<file path="config.mk">
export PLATFORM = sky130hd
export DESIGN_NAME = jt900h_eagen
export DESIGN_NICKNAME = d
export VERILOG_FILES = /design/src/rtl/jt900h_ea_pkg.sv /design/src/rtl/jt900h_ea_alu.sv /design/src/rtl/jt900h_eagen.sv
export SDC_FILE = /design/constraint.sdc
export NUM_CORES = 1
export LEC_CHECK = 0
export CAP_MARGIN = 15
export CORE_UTILIZATION = 46
export CTS_CLUSTER_DIAMETER = 30
export DETAILED_ROUTE_END_ITERATION = 8
export HOLD_SLACK_MARGIN = 0.1
export PLACE_DENSITY = 0.8
export SYNTH_ARGS = -nofsm -noshare
export SYNTH_HDL_FRONTEND = slang
export SYNTH_HIERARCHICAL = 1
export SYNTH_SLANG_ARGS = --single-unit
</file>
<file path="constraint.sdc">
create_clock -name clk -period 1.8 [get_ports clk]
set_input_delay 0.18 -clock clk [delete_from_list [all_inputs] [get_ports clk]]
set_output_delay 0.18 -clock clk [all_outputs]
set_load 0.01 [all_outputs]
</file>
<file path="src/rtl/jt900h_ea_pkg.sv">
// jt900h effective-address generator: shared constants, mode keys,
// FSM state type and the full-register code helper.
package jt900h_ea_pkg;

   localparam logic [7:0] NULL_REG  = 8'h40;

   localparam logic [4:0] K_ABS8    = 5'b1_0000;
   localparam logic [4:0] K_ABS16   = 5'b1_0001;
   localparam logic [4:0] K_ABS24   = 5'b1_0010;
   localparam logic [4:0] K_EXT     = 5'b1_0011;
   localparam logic [4:0] K_PREDEC  = 5'b1_0100;
   localparam logic [4:0] K_POSTINC = 5'b1_0101;

   typedef enum logic [1:0] {
      IDLE,
      RD,
      CALC
   } state_t;

   // XWA..XSP live at E0, E4, ... FC
   function automatic logic [7:0] fullreg(input logic [2:0] rrr);
      return 8'hE0 + {3'b000, rrr, 2'b00};
   endfunction

endpackage

</file>
<file path="src/rtl/jt900h_ea_alu.sv">
// jt900h address adder: base plus offset for the effective address,
// base plus signed step for the pointer write-back value.
module jt900h_ea_alu #(
   parameter int AW = 24
) (
   input  logic [31:0]   base,
   input  logic [AW-1:0] offset,
   input  logic [31:0]   step,
   output logic [AW-1:0] ea,
   output logic [31:0]   wb_data
);

   assign ea      = base[AW-1:0] + offset;
   assign wb_data = base + step;

endmodule

</file>
<file path="src/rtl/jt900h_eagen.sv">
// jt900h effective-address generator: decodes the operand window,
// reads base/index registers and returns the address with a done pulse.
module jt900h_eagen
   import jt900h_ea_pkg::*;
#(
   parameter int AW     = 24,
   parameter int RD_LAT = 1
) (
   input  logic          clk,
   input  logic          rst_n,
   input  logic          cen,
   input  logic          start,
   input  logic [31:0]   op,
   output logic          busy,
   output logic          done,
   output logic [AW-1:0] ea,
   output logic [2:0]    fetched,
   output logic          err,
   output logic [7:0]    rd_sel,
   output logic [7:0]    rd_aux_sel,
   input  logic [31:0]   rd_data,
   input  logic [15:0]   rd_aux,
   output logic          wb_en,
   output logic [7:0]    wb_sel,
   output logic [31:0]   wb_data
);

   state_t        state, nxt;
   logic [1:0]    cnt;
   logic          last, cap;

   logic [4:0]    key;
   logic          need_rd, aux_en, aux_wide, wb_mode, bad;
   logic [7:0]    base_code, aux_code;
   logic [AW-1:0] disp, aux_off, offs;
   logic [31:0]   mag, stp, abs_val, base;
   logic [2:0]    fet;

   logic [AW-1:0] alu_ea;
   logic [31:0]   alu_wb;
   logic          wb_q;

   // opcode bits that never take part in the mode key
   logic          unused_bits;
   assign unused_bits = ^{op[7], op[5:4]};

   assign key = {op[6], op[3:0]};
   assign mag = 32'd1 << op[9:8];

   // decode the mode key into register codes, offsets and length
   always_comb begin
      need_rd   = 1'b0;
      aux_en    = 1'b0;
      aux_wide  = 1'b0;
      wb_mode   = 1'b0;
      bad       = 1'b0;
      base_code = {op[15:10], 2'b00};
      aux_code  = op[31:24];
      disp      = '0;
      stp       = '0;
      abs_val   = '0;
      fet       = 3'd1;
      if (!op[6]) begin
         need_rd   = 1'b1;
         base_code = fullreg(op[2:0]);
         if (op[3]) begin
            disp = AW'($signed(op[15:8]));
            fet  = 3'd2;
         end
      end else begin
         case (key)
            K_ABS8: begin
               abs_val = {24'h0, op[15:8]};
               fet     = 3'd2;
            end
            K_ABS16: begin
               abs_val = {16'h0, op[23:8]};
               fet     = 3'd3;
            end
            K_ABS24: begin
               abs_val = {8'h0, op[31:8]};
               fet     = 3'd4;
            end
            K_EXT: begin
               fet = 3'd4;
               case (op[9:8])
                  2'd0: begin
                     need_rd = 1'b1;
                     fet     = 3'd2;
                  end
                  2'd1: begin
                     need_rd = 1'b1;
                     disp    = AW'($signed(op[31:16]));
                  end
                  2'd3: begin
                     need_rd   = 1'b1;
                     aux_en    = 1'b1;
                     aux_wide  = op[10];
                     base_code = op[23:16];
                  end
                  default: begin
                     bad = 1'b1;
                     fet = 3'd1;
                  end
               endcase
            end
            K_PREDEC, K_POSTINC: begin
               if (op[9:8] == 2'd3) begin
                  bad = 1'b1;
               end else begin
                  need_rd = 1'b1;
                  wb_mode = 1'b1;
                  fet     = 3'd2;
                  if (!op[0]) begin
                     disp = -mag[AW-1:0];
                     stp  = -mag;
                  end else begin
                     stp  = mag;
                  end
               end
            end
            default: bad = 1'b1;
         endcase
      end
   end

   assign aux_off = aux_wide ? AW'($signed(rd_aux))
                             : AW'($signed(rd_aux[7:0]));
   assign offs    = aux_en ? aux_off : disp;
   assign base    = need_rd ? rd_data : abs_val;

   jt900h_ea_alu #(.AW(AW)) u_alu (
      .base    (base),
      .offset  (offs),
      .step    (stp),
      .ea      (alu_ea),
      .wb_data (alu_wb)
   );

   assign last = (cnt == 2'(RD_LAT - 1));
   assign cap  = cen && ((state != RD && start && !need_rd) ||
                         (state == RD && last));

   // next-state logic; a new start is accepted in the done cycle too
   always_comb begin
      nxt = state;
      case (state)
         IDLE, CALC: begin
            if (start) nxt = need_rd ? RD : CALC;
            else       nxt = IDLE;
         end
         RD:      if (last) nxt = CALC;
         default: nxt = IDLE;
      endcase
   end

   // state and read-latency counter, frozen while cen is low
   always_ff @(posedge clk or negedge rst_n) begin
      if (!rst_n) begin
         state <= IDLE;
         cnt   <= '0;
      end else if (cen) begin
         state <= nxt;
         cnt   <= (state == RD && !last) ? cnt + 2'd1 : 2'd0;
      end
   end

   // capture results on the edge that enters the done cycle
   always_ff @(posedge clk or negedge rst_n) begin
      if (!rst_n) begin
         ea      <= '0;
         fetched <= '0;
         err     <= 1'b0;
         wb_q    <= 1'b0;
         wb_sel  <= '0;
         wb_data <= '0;
      end else if (cap) begin
         ea      <= alu_ea;
         fetched <= fet;
         err     <= bad;
         wb_q    <= wb_mode;
         if (wb_mode) begin
            wb_sel  <= base_code;
            wb_data <= alu_wb;
         end
      end
   end

   assign busy       = (state != IDLE);
   assign done       = (state == CALC);
   assign wb_en      = done && wb_q;
   assign rd_sel     = (state == RD) ? base_code : NULL_REG;
   assign rd_aux_sel = (state == RD && aux_en) ? aux_code : NULL_REG;

endmodule
</file>
==> impl_metrics.tcl, run 1 <==
set metrics [dict create \
    status "stopped before the end" \
    flow.stopped_at "global routing" \
    stop_error "[ERROR GRT-0232] Routing congestion too high. Check the congestion heatmap in the GUI." \
    cts_buffers 9 \
    numPortBuffers 167 \
    ios 171 \
    fp.dieW_um 122 \
    grt_max_degree 40 \
    place_hpwl_um 20100 \
    syn_area_per_cell_um2 9.05 \
    worstEndpointType "sequential cell input" \
    worst_endpoint "wb_data[29]$_DFFE_PN0P_/D" \
    num_rows 43 \
    start_util_pct 47.4 \
    synthCells 733 \
    synth-async-reset-ratio_pct 100 \
    netlist_area_um2 6630 \
    yosysUniqueCellTypes 72 \
    syn_nets 875 \
    ys_warn_count 6 \
    clockRootBuffer "clkbuf_16" \
    yosysSeqAreaShare_pct 27.5 \
    h-tree-depth 3 \
    synth_edf_count 0 \
    die_y_um 122 \
    cts.path.max_buffers 2 \
    pre_cts_ws_ns -2.34 \
    synth_ff_type "dfrtp_1" \
    globalplace.congestion 0.959 \
    numClockSinks 73 \
    ys_ff_latch 73 \
    grt_use_total_pct 106 \
    place_inst 1295 \
    grt.overflow.total 1786 \
]
==> layer usage <==
| metal | overflow | global-route usage [%] |
|---|---|---|
| met5 | 4 | 38.5 |
| met4 | 417 | 127 |
| met3 | 20 | 75.1 |
| met2 | 1338 | 146 |
| met1 | 7 | 89.6 |
==> metrics by stage <==
stage	hold WS, ns	util (%)	instance area [um2]
3_5_place_dp	0.133	74.9	10500
3_3_place_gp	0.132	74.9	10500
4_1_cts	0.252	88.8	12400
2_1_floorplan	-0.116	-	6890
==> cells in the mapped netlist, types with 3 or more instances <==
cell      number  area [um2]
mux2i_1        3        30.0
nand2_1       53         199
o21ai_1        4        20.0
xor2_1        18         158
a22o_1        24         210
a32oi_1        4        35.0
a311oi_1       3        26.3
a32o_1        33         330
a21boi_0       7        52.6
ha_1          56         701
buf_6          6        67.6
buf_2          9        45.0
nand3_1       15        75.1
and2_1        13        81.3
a21oi_1       73         365
mux2_2        26         293
and4_1         3        26.3
nand2b_1      12        75.1
o211ai_1      10        75.1
or2_2          3        18.8
clkbuf_1      20        75.1
or3_1          5        31.3
o21ai_0       25         125
xnor2_1       35         307
dfrtp_1       73        1830
and3_1        13        81.3
a211oi_1      10        75.1
nand4_1       11        68.8
inv_1         16        60.1
nand3b_1       3        22.5
a221oi_1       5        43.8
a21o_1        27         203
o31ai_1        5        37.5
a31oi_1       12        75.1
nor2b_1       12        75.1
nor3_1         9        45.0
nor2_1        31         116
==> cells by family after synthesis <==
kind of cell	Yosys count	synth area share, %
AO/OA/AOI/OAI	268	29.0
AND/OR/NAND/NOR	197	16.4
flip-flops	73	27.5
adder cells (fa/ha/maj)	58	11.2
buffers and inverters	55	4.09
XOR/XNOR	53	7.00
multiplexers	29	4.87
==> repair_timing <==
item | 4_1_cts
endpoints found under the hold margin | 26
gates cloned | 4
pin swaps | 104
resized for setup | 305
hold buffers | 1
setup buffers | 88
setup endpoints to repair | 88
==> run 2, diff against run 1 <==
--- a/config.mk
+++ b/config.mk
@@ -6,11 +6,9 @@
 export NUM_CORES = 1
 export LEC_CHECK = 0
 export CAP_MARGIN = 15
-export CORE_UTILIZATION = 46
-export CTS_CLUSTER_DIAMETER = 30
+export CORE_UTILIZATION = 40
 export DETAILED_ROUTE_END_ITERATION = 8
-export HOLD_SLACK_MARGIN = 0.1
-export PLACE_DENSITY = 0.8
+export PLACE_DENSITY_LB_ADDON = 0.15
 export SYNTH_ARGS = -nofsm -noshare
 export SYNTH_HDL_FRONTEND = slang
 export SYNTH_HIERARCHICAL = 1
==> constraint.sdc (replaced) <==
create_clock -name clk -period 2.3 [get_ports clk]
set_input_delay 0.23 -clock clk [delete_from_list [all_inputs] [get_ports clk]]
set_output_delay 0.23 -clock clk [all_outputs]
set_load 0.01 [all_outputs]
==> run 2 against run 1 <==
- the flow now finishes, with violations (setup timing)
- synthesized area did not move
- synthesized cell count did not move
==> impl_metrics.tcl, run 2 <==
set metrics [dict create \
    grt.overflow.total 0 \
    cp-start-kind "input port" \
    setup_viol 50 \
    fin_crit_sh_pct 152 \
    num_rows 46 \
    regToRegSetupSlack_ns 0.23 \
    cts.path.max_buffers 2 \
    h-tree-depth 3 \
    crit_path_start "op[2]" \
    fmax_mhz 287 \
    hold_ws_ns 0.230 \
    ios 171 \
    cpPeakStageDelay_ns 0.45 \
    numPortBuffers 167 \
    mostFrequentLayoutCells "291 x buf_4, 145 x clkdlybuf4s50_1, 73 x dfrtp_1" \
    drtPass1Iterations 5 \
    largest_reg_flops 32 \
    crit_arrival_ns 3.72 \
    slowest_stage "or3b_4" \
    ys_ff_latch 73 \
    synth_top_area_cell "dfrtp_1" \
    grt_max_degree 74 \
    drt_iter0_markers 439 \
    yosysTopAreaCellShare_pct 27.5 \
    drive_gt1_share_pct 47.5 \
    core_area_um2 16100 \
    clockRootBuffer "clkbuf_16" \
    finalClockSkew_ns 0.00603 \
    antenna_found_initial 0 \
    globalplace.congestion 0.963 \
    min_path_type "input port to register" \
    synthCells 733 \
    top_register "wb_data" \
    period_minus_slack_ns 3.49 \
    insertion_delay_ns 0.35 \
    r2r_start "cnt[0]" \
    yosys-top-cells-count "73 x a21oi_1, 73 x dfrtp_1, 56 x ha_1" \
    hold_viol 0 \
    grt_pass1_vias 8194 \
    path_max_fanout 7 \
    postRouteAntennaNets 0 \
    ys_top_cells_by_area "dfrtp_1 28%, ha_1 11%, a21oi_1 5.5%" \
    peakVddDrop_mv 0.408 \
    final_nets 1353 \
    violations "setup timing" \
    leakage_nw 6.04 \
    netlist_area_um2 6630 \
    setup.worst_path.end "ea[22]" \
    place_hpwl_um 21100 \
    vias 8205 \
    grt_setup_unrepaired "yes" \
    die_y_um 131 \
    finalWirelength_um 29700 \
    syn2layout_area_growth_pct 91.6 \
    vias_per_cell 5.73 \
    place_inst 1344 \
    start_util_pct 41.3 \
    stdcell_count 1432 \
    final_design_area_no_fill_um2 12700 \
    relSlewSlack_pct 61.6 \
    grt_pass1_wl_um 42800 \
    grt_use_total_pct 33.2 \
    worst-r2r-cell-count 7 \
    path_cells "buf_8 > buf_6 > or3b_4 > buf_6 > nor3_4 > buf_12 > nand2_4 > a31oi_4 > buf_6 > fa_2 > a21o_1 > nand4_1 > a21oi_2 > o211ai_1 > o22a_2 > a21oi_2 > o22ai_2 > xnor2_1 > mux2_4" \
    yosysUniqueCellTypes 72 \
    cp-end-kind "register" \
    cts_tree "yes" \
    place_area_um2 10700 \
    synth_ff_type "dfrtp_1" \
    slew_violations 0 \
    drv_cap 0 \
    synth-async-reset-ratio_pct 100 \
    path_clk_slew_ns 0.06 \
    synth_edf_count 0 \
    fp.dieW_um 131 \
    final_common_cell "buf_4" \
    crit_required_ns 2.53 \
    n_antenna_cell 0 \
    n_fill_cell 1008 \
    cts_buffers 9 \
    status "finished with violations" \
    fin_ws_ns -1.19 \
    path_class "input port to register" \
    tightest_slew_ns 0.575 \
    yosysSeqAreaShare_pct 27.5 \
    drc 0 \
    power_density_nw_per_um2 459 \
    numClockSinks 73 \
    r2r-end "ea[18]" \
    ys_warn_count 6 \
    syn_area_per_cell_um2 9.05 \
    reg_top3 "wb_data x32, ea x24, wb_sel x8" \
    wire_per_inst_um 20.8 \
    cpMostUsedCell "buf_6" \
    die_area_um2 17100 \
    pre_cts_ws_ns -1.98 \
    syn_nets 875 \
]
## run 2: cell counts after synthesis
Identical to the previous run, type by type.
## run 2: layer usage
| metal | wire length [um] | track usage [%] | up-vias | share of wire, % |
|---|---|---|---|---|
| li1 | - | - | 3765 | - |
| met1 | 12300 | 40.5 | 4032 | 41 |
| met2 | 14600 | 57.4 | 313 | 49 |
| met3 | 1450 | 4.80 | 95 | 4.9 |
| met4 | 1350 | 16.2 | 0 | 4.5 |
| met5 | 0 | 0 | - | 0 |
## run 2: worst max-delay path: cells and delay by family
family                     cells  cell delay, ns
AOI/OAI and AO/OA              7            1.31
and+or+nand+nor                4            0.91
buffers and inverters          5            0.67
muxes                          1            0.26
adders and majority gates      1            0.21
xor gates and xnor gates       1            0.13
## run 2: layout make-up
cell class,instances,area [um2],share of cell area [%]
Clock inverter,4,27.5,0.217
Inverter,16,62.6,0.492
Multi-Input combinational cell,605,5820,45.8
Timing Repair Buffer,506,4460,35.1
Tap cell,216,270,2.13
Clock buffer,12,246,1.94
Sequential cell,73,1830,14.4
## run 2: how the worst min path moves through the flow
| stage | slack [ns] | cells after the start | startpoint | to |
|---|---|---|---|---|
| 6_report | 0.23 | 3 | op[3] | fetched[0] |
| 5_1_grt | 0.23 | 3 | op[3] | fetched[0] |
| 4_1_cts | 0.23 | 3 | op[3] | fetched[0] |
| 3_5_place_dp | 0.28 | 2 | rst_n | ea[13] |
| 3_3_place_gp | 0.27 | 2 | rst_n | ea[13] |
| 2_1_floorplan | -0.07 | 0 | rst_n | cnt[0] |
## run 2: repair_timing
item	in CTS	in global routing
setup buffers	56	36
resized for setup	171	140
pin swaps	70	84
hold endpoints to repair	73	0
hold buffers	1	0
setup endpoints to repair	74	63
gates cloned	0	1
## run 2: power by group
| group | leakage, nW | total, mW | internal [mW] | switching [mW] |
|---|---|---|---|---|
| sequential | 0.938 | 1.73 | 1.56 | 0.167 |
| clock | 0.137 | 1.36 | 0.763 | 0.593 |
| combinational | 4.97 | 2.75 | 1.61 | 1.15 |
## run 2: per-stage QoR
stage	util (%)	total power [mW]	setup TNS [ns]
floorplan	-	2.73	-34.61
global placement	66.4	4.05	-87.29
detailed placement	66.4	4.09	-93.09
CTS	74.5	5.61	-32.70
global route	79.2	6.10	-39.63
finish	79.2	5.84	-36.33
## run 2: logic make-up (layout without fill, tap and decap cells)
| logic type | after synthesis | count (layout) | share of synthesized area [%] |
|---|---|---|---|
| XOR/XNOR | 53 | 53 | 7.00 |
| multiplexers | 29 | 29 | 4.87 |
| buffers and inverters | 55 | 538 | 4.09 |
| adder cells (fa/ha/maj) | 58 | 58 | 11.2 |
| flip-flops | 73 | 73 | 27.5 |
| AND/OR/NAND/NOR | 197 | 197 | 16.4 |
| AO/OA/AOI/OAI | 268 | 268 | 29.0 |
No activity file was read; power rests on OpenSTA's default activity.
==> run 3, diff against run 2 <==
--- a/config.mk
+++ b/config.mk
@@ -5,7 +5,6 @@
 export SDC_FILE = /design/constraint.sdc
 export NUM_CORES = 1
 export LEC_CHECK = 0
-export CAP_MARGIN = 15
 export CORE_UTILIZATION = 40
 export DETAILED_ROUTE_END_ITERATION = 8
 export PLACE_DENSITY_LB_ADDON = 0.15
==> results of run 3 <==
No change in the layout: final DEF, timing and power equal those of run 2.
==> run 4, diff against run 3 <==
--- a/config.mk
+++ b/config.mk
@@ -5,6 +5,7 @@
 export SDC_FILE = /design/constraint.sdc
 export NUM_CORES = 1
 export LEC_CHECK = 0
+export ABC_CLOCK_PERIOD_IN_PS = 2300
 export CORE_UTILIZATION = 40
 export DETAILED_ROUTE_END_ITERATION = 8
 export PLACE_DENSITY_LB_ADDON = 0.15
==> results of run 4 <==
No change in the layout: final DEF, timing and power equal those of run 2.
